### src/rtl/riscv_pkg.sv
// riscv_pkg
// Shared definitions for the RISC-V front end.
//   XLEN             - machine word width in bits
//   DEFAULT_RESET_PC - byte PC loaded when the core leaves reset
//   fetch_state_t    - fetch unit control states (IDLE, FETCH, FAULT)
//   pc_fetchable()   - true when a byte PC is word aligned and inside
//                      an instruction memory of the given depth
package riscv_pkg;

  localparam int XLEN = 32;

  localparam logic [XLEN-1:0] DEFAULT_RESET_PC = 32'h0000_0000;

  typedef enum logic [1:0] {
    IDLE  = 2'd0,
    FETCH = 2'd1,
    FAULT = 2'd2
  } fetch_state_t;

  // A PC can be fetched only if it names a whole word and that word
  // exists in memory; the word index is the PC with its byte offset dropped.
  function automatic logic pc_fetchable(input logic [XLEN-1:0] pc,
                                        input int unsigned     depth);
    logic [XLEN-1:0] word_idx;
    word_idx = {2'b00, pc[XLEN-1:2]};
    return (pc[1:0] == 2'b00) && (word_idx < depth);
  endfunction

endpackage

### src/rtl/instr_fetch_if.sv
// instr_fetch_if
// Bundles every bus the fetch unit talks on:
//   imem_addr / imem_rd_en / imem_instr        - instruction memory read port
//   redirect_valid / redirect_pc               - branch/jump PC redirect
//   out_valid / out_ready / out_instr / out_pc - handshake towards decode
//   fault                                      - sticky bad-PC indication
// Modports:
//   master - the fetch unit itself
//   slave  - its environment (memory, branch resolution, decode)
interface instr_fetch_if;

  logic [31:0] imem_addr;
  logic        imem_rd_en;
  logic [31:0] imem_instr;

  logic        redirect_valid;
  logic [31:0] redirect_pc;

  logic        out_valid;
  logic        out_ready;
  logic [31:0] out_instr;
  logic [31:0] out_pc;

  logic        fault;

  modport master (
    output imem_addr,
    output imem_rd_en,
    input  imem_instr,
    input  redirect_valid,
    input  redirect_pc,
    output out_valid,
    input  out_ready,
    output out_instr,
    output out_pc,
    output fault
  );

  modport slave (
    input  imem_addr,
    input  imem_rd_en,
    output imem_instr,
    output redirect_valid,
    output redirect_pc,
    input  out_valid,
    output out_ready,
    input  out_instr,
    input  out_pc,
    input  fault
  );

endinterface

### src/rtl/instr_fetch.sv
// instr_fetch
// Instruction fetch unit: owns the PC, reads the instruction memory one
// word per cycle, registers the returned instruction and offers it to
// decode over a valid/ready handshake. Redirects from branch resolution
// reload the PC; a misaligned or out-of-range PC halts fetch with a
// sticky fault that only a redirect to a good target clears.
// Parameters:
//   RESET_PC   - byte PC loaded on reset (4-byte aligned)
//   IMEM_DEPTH - instruction memory depth in 32-bit words
// Ports:
//   clk  - clock (memory reads on the falling edge, this block on the rising)
//   rst  - asynchronous active-high reset
//   bus  - instr_fetch_if master: memory port, redirect, decode handshake, fault
module instr_fetch
  import riscv_pkg::*;
#(
  parameter logic [XLEN-1:0] RESET_PC   = DEFAULT_RESET_PC,
  parameter int unsigned     IMEM_DEPTH = 1024
) (
  input logic           clk,
  input logic           rst,
  instr_fetch_if.master bus
);

  fetch_state_t    state_q;
  fetch_state_t    state_d;
  logic [XLEN-1:0] pc_q;
  logic            out_valid_q;
  logic [XLEN-1:0] out_instr_q;
  logic [XLEN-1:0] out_pc_q;

  logic            pc_ok;
  logic            target_ok;
  logic            stalled;
  logic            rd_en;

  // Legality of the current PC and of a redirect target, plus the
  // condition where decode is refusing a held instruction.
  always_comb begin
    pc_ok     = pc_fetchable(pc_q, IMEM_DEPTH);
    target_ok = pc_fetchable(bus.redirect_pc, IMEM_DEPTH);
    stalled   = out_valid_q && !bus.out_ready;
  end

  // State register. Reset drops straight back to IDLE so the first cycle
  // after release never issues a read.
  always_ff @(posedge clk or posedge rst) begin
    if (rst) begin
      state_q <= IDLE;
    end else begin
      state_q <= state_d;
    end
  end

  // Next-state logic. A redirect wins in every state and lands in FETCH
  // or FAULT depending on the target. A bad PC in FETCH only faults once
  // decode has taken whatever instruction is still being held, so a valid
  // instruction is never lost to the fault.
  always_comb begin
    state_d = state_q;
    if (bus.redirect_valid) begin
      state_d = target_ok ? FETCH : FAULT;
    end else begin
      case (state_q)
        IDLE:    state_d = FETCH;
        FETCH:   if (!pc_ok && !stalled) state_d = FAULT;
        FAULT:   state_d = FAULT;
        default: state_d = IDLE;
      endcase
    end
  end

  // Output logic. The read enable is combinational so a stall or redirect
  // suppresses the read in the same cycle; the address comes straight
  // from the PC register.
  always_comb begin
    rd_en          = (state_q == FETCH) && !bus.redirect_valid && !stalled && pc_ok;
    bus.imem_rd_en = rd_en;
    bus.imem_addr  = {2'b00, pc_q[XLEN-1:2]};
    bus.fault      = (state_q == FAULT);
    bus.out_valid  = out_valid_q;
    bus.out_instr  = out_instr_q;
    bus.out_pc     = out_pc_q;
  end

  // PC and output register. A redirect discards any capture that cycle;
  // otherwise a read issued this cycle is captured at the edge and the PC
  // steps by one word. An accepted instruction with nothing behind it
  // simply empties the output register.
  always_ff @(posedge clk or posedge rst) begin
    if (rst) begin
      pc_q        <= RESET_PC;
      out_valid_q <= 1'b0;
      out_instr_q <= '0;
      out_pc_q    <= '0;
    end else if (bus.redirect_valid) begin
      pc_q        <= bus.redirect_pc;
      out_valid_q <= 1'b0;
    end else if (rd_en) begin
      out_instr_q <= bus.imem_instr;
      out_pc_q    <= pc_q;
      out_valid_q <= 1'b1;
      pc_q        <= pc_q + 32'd4;
    end else if (out_valid_q && bus.out_ready) begin
      out_valid_q <= 1'b0;
    end
  end

endmodule

### src/flat_wrapper.sv
// flat-port wrapper written by rule: the top's interface ports become plain ports
module instr_fetch_flat import riscv_pkg::*;
#(
  parameter logic [XLEN-1:0] RESET_PC   = DEFAULT_RESET_PC,
  parameter int unsigned     IMEM_DEPTH = 1024
)
  (clk, rst, bus_imem_addr, bus_imem_rd_en, bus_imem_instr, bus_redirect_valid, bus_redirect_pc, bus_out_valid, bus_out_ready, bus_out_instr, bus_out_pc, bus_fault);
  instr_fetch_if bus_i ();
  input logic clk;
  input logic rst;
  output wire logic [$bits(bus_i.imem_addr)-1:0] bus_imem_addr;
  output wire logic [$bits(bus_i.imem_rd_en)-1:0] bus_imem_rd_en;
  input wire logic [$bits(bus_i.imem_instr)-1:0] bus_imem_instr;
  input wire logic [$bits(bus_i.redirect_valid)-1:0] bus_redirect_valid;
  input wire logic [$bits(bus_i.redirect_pc)-1:0] bus_redirect_pc;
  output wire logic [$bits(bus_i.out_valid)-1:0] bus_out_valid;
  input wire logic [$bits(bus_i.out_ready)-1:0] bus_out_ready;
  output wire logic [$bits(bus_i.out_instr)-1:0] bus_out_instr;
  output wire logic [$bits(bus_i.out_pc)-1:0] bus_out_pc;
  output wire logic [$bits(bus_i.fault)-1:0] bus_fault;
  assign bus_imem_addr = bus_i.imem_addr;
  assign bus_imem_rd_en = bus_i.imem_rd_en;
  assign bus_i.imem_instr = bus_imem_instr;
  assign bus_i.redirect_valid = bus_redirect_valid;
  assign bus_i.redirect_pc = bus_redirect_pc;
  assign bus_out_valid = bus_i.out_valid;
  assign bus_i.out_ready = bus_out_ready;
  assign bus_out_instr = bus_i.out_instr;
  assign bus_out_pc = bus_i.out_pc;
  assign bus_fault = bus_i.fault;
  instr_fetch #(.RESET_PC(RESET_PC), .IMEM_DEPTH(IMEM_DEPTH)) u_core (.clk(clk), .rst(rst), .bus(bus_i));
endmodule
### config.mk
export PLATFORM = sky130hd
export DESIGN_NAME = instr_fetch_flat
export DESIGN_NICKNAME = d
export VERILOG_FILES = /design/src/rtl/riscv_pkg.sv /design/src/rtl/instr_fetch_if.sv /design/src/rtl/instr_fetch.sv /design/src/flat_wrapper.sv
export SDC_FILE = /design/constraint.sdc
export NUM_CORES = 1
export LEC_CHECK = 0
export CAP_MARGIN = 20
export CORE_MARGIN = 8
export CORE_UTILIZATION = 44
export CTS_CLUSTER_SIZE = 25
export DETAILED_ROUTE_END_ITERATION = 10
export PLACE_DENSITY_LB_ADDON = 0.3
export SYNTH_ARGS = -nofsm -noshare
export SYNTH_HDL_FRONTEND = slang
export SYNTH_SLANG_ARGS = --single-unit
### constraint.sdc
create_clock -name clk -period 4.1 [get_ports clk]
set_clock_uncertainty 0.15 [all_clocks]
set_input_delay 0.82 -clock clk [delete_from_list [all_inputs] [get_ports clk]]
set_output_delay 0.82 -clock clk [all_outputs]
set_load 0.05 [all_outputs]
==> flow_summary.toml <==
[power_and_ir_drop]
p_sw_frac = 0.2842
pwr-share-clk = 0.296
p_sw_mw = 0.5477
p_per_area_mw_per_mm2 = 321.0
p_int_mw = 1.380
combPwrFrac = 0.165
finalPower_mw = 1.927
cellLeakagePower_nw = 2.644
seq_power_share = 0.539
vdd_drop_max_mv = 0.1434

[floorplanning]
die_x_um = 114.5
die_h_um = 114.5
core_mm2 = 0.009594
io_pins = 167
num_rows = 36
start_util = 0.4448
dieArea_mm2 = 0.01311

[clock_tree]
clk_latency_ps = 350
clock_sinks = 99
cts.repair.resized = 0
clkTransAtPathRegs_ps = 90
cts_made_buffers = 9
ctsHoldBuffers = 0
cts_setup_buffers = 0
cts_tree = "yes"
root_buffer = "clkbuf_8"
htree_levels = 3
cts.path.max_buffers = 2

[route]
wire_per_inst_um = 17.59
viasPerCell = 4.859
drtIter0Drc = 129
num_vias = 2920
dr.pass1.iters = 4
wl_um = 10570
drtAntennaViolNets = 0
drc_errors = 0

[synthesis]
synth_commonest_cells = "99 x dfrtp_1, 63 x mux2_2, 37 x buf_4, 25 x nor2b_1"
synth-seq-area-share = 0.5805
synth_xor_area_frac = 0.002052
syn_avg_cell_area_um2 = 13.01
synth_simple_gate_area_frac = 0.1067
synth_cells = 328
synth_top_cell_by_area = "dfrtp_1"
synth_top_area_share = 0.5805
synth_flop_cell = "dfrtp_1"
synthAdderAreaFrac = 0.01173
synth-async-reset-ratio = 1.000
synth_edf_count = 0
synth_compound_area_frac = 0.04398
synth_top_family_by_area = "multiplexers"
synth_mux_area_frac = 0.1709
syn_area_mm2 = 0.004268
synth_cell_types = 35
yosys_register_bits = 99
yosysMostFrequentCell = "dfrtp_1"
yosysWarnings = 0
netlist_top_cells_area = "dfrtp_1 58%, mux2_2 17%, buf_4 6.5%, nor2b_1 3.7%, nor4_2 1.5%"

[timing]
slew_violations = 0
max_freq_mhz = 330.9
relSlewSlack = 0.4464
fin_crit_ps = 3022
setup-violations-final = 0
min_period_over_period = 0.7370
hold_violations = 0
final.setup.worst_slack_ps = 1078
worst-slew-pin-transition_ps = 826.5
final.setup.tns_ps = 0
rsz0062_at_grt = "false"

[place]
gp_congestion = 0.7382
postPlaceCellArea_mm2 = 0.005826
hpwl_um = 7971
place_inst = 585
place_ws_ps = 1084
portBuffers = 164

[final_layout]
multi_input_area_mm2 = 0.001439
drive_gt1_frac = 0.1944
area_growth_pct = 40.69
fin_cells = 601
final_area_mm2 = 0.006005
diodes = 0
final-seq-area_mm2 = 0.002477
final_nets = 535
fillCellCount = 780

[global_routing]
overflow = 0
grt_pass1_wl_um = 16680
antenna_found_initial = 0
grt_max_degree = 79
grt_usage = 0.1653
grt_pass1_vias = 3124

[worst_setup_path]
cp_data_arrival_time_ps = 2050
critical_path.max_fanout = 4
startpoint = "bus_redirect_valid"
rr_startpoint = "u_core.pc_q[19]"
cp-end-kind = "output port"
required_ps = 3130
worstSetupPathType = "input port to output port"
start_kind = "input port"

[run_status]
run_status = "complete, no violations"

[worst_hold_path]
hp-class = "flip-flop to flip-flop"
min_from = "u_core.bus.out_pc[15]"

[flow_run]
maxCapViolations = 0
[final timing paths]
check                                            to  slack, ps  depth (start not counted)
hold reg to reg               u_core.bus.out_pc[15]        350                          1
min in group asynchronous     u_core.bus.out_pc[31]        710                          2
setup / recovery                     bus_imem_rd_en       1080                          5
setup reg to reg           u_core.bus.out_instr[16]       1720                          5
max in group asynchronous  u_core.bus.out_instr[10]       2370                          3
hold / removal                u_core.bus.out_pc[15]        350                          1
[state kept, by name, indices dropped and copies added (netlist names)]
signal / count
u_core.bus.out_pc: 32
u_core.bus.out_instr: 32
u_core.pc_q: 32
u_core.bus.out_valid: 1
u_core.state_q: 2
[cell families (layout without fill, tap and decap cells)]
kind of cell | Yosys count | count (layout)
other | 1 | 2
and+or+nand+nor | 73 | 73
adders and majority gates | 4 | 4
DFF | 99 | 99
xor gates and xnor gates | 1 | 1
muxes | 65 | 65
AOI/OAI and AO/OA | 30 | 30
buffers and inverters | 55 | 194
[per-stage QoR]
| step | hold WS [ps] | util |
|---|---|---|
| after floorplan | 350.6 | - |
| after global placement | 332.8 | 0.6072 |
| after detailed placement | 335.4 | 0.6072 |
| after CTS | 359.3 | 0.6258 |
| after global routing | 379.5 | 0.6258 |
| final | 353.5 | 0.6258 |
[power by group through the flow]
stage	Combinational, mW	Clock (mW)	Sequential, mW
finish	0.318	0.570	1.04
global route	0.337	0.635	1.05
CTS	0.323	0.591	1.04
detailed placement	0.321	0	1.06
global placement	0.318	0	1.06
floorplan	0.220	0	1.05
[cell usage in the layout (no fill, tap or decap), types with 2 or more instances in the layout]
cell,n
clkdlybuf4s50_1,163
dfrtp_1,99
mux2_2,63
nor2b_1,25
nand2_1,11
inv_1,10
clkbuf_8,10
nor2_1,7
a21oi_1,6
nor4_1,6
nor4_2,5
nand3_1,5
o21ai_1,5
o21ai_0,5
nand4_1,4
a22oi_1,4
a32oi_1,4
ha_1,4
o22ai_1,3
clkinvlp_4,3
buf_12,3
nor3_1,2
and3_1,2
mux2i_1,2
conb_1,2
clkinv_2,2
[critical path, cell delays in order]
cell,delay (ps)
clkdlybuf4s50_1,430
nor2b_1,230
nand4_1,120
nor2_1,260
buf_12,180
[layer usage]
metal / up-vias / wire length, µm / track usage
met5: - / 0 / 0
met4: 0 / 174 / 0.07720
met3: 11 / 714 / 0.04905
met2: 86 / 5483 / 0.2846
met1: 1442 / 4201 / 0.1835
li1: 1381 / - / -
[layout make-up]
type	instances	share of cell area
Clock buffer	10	0.02292
Timing Repair Buffer	167	0.2830
Sequential cell	99	0.4126
Multi-Input combinational cell	175	0.2396
Tap cell	133	0.02771
Clock inverter	6	0.006876
Inverter	11	0.007293
(Power assumes the default switching activity.)
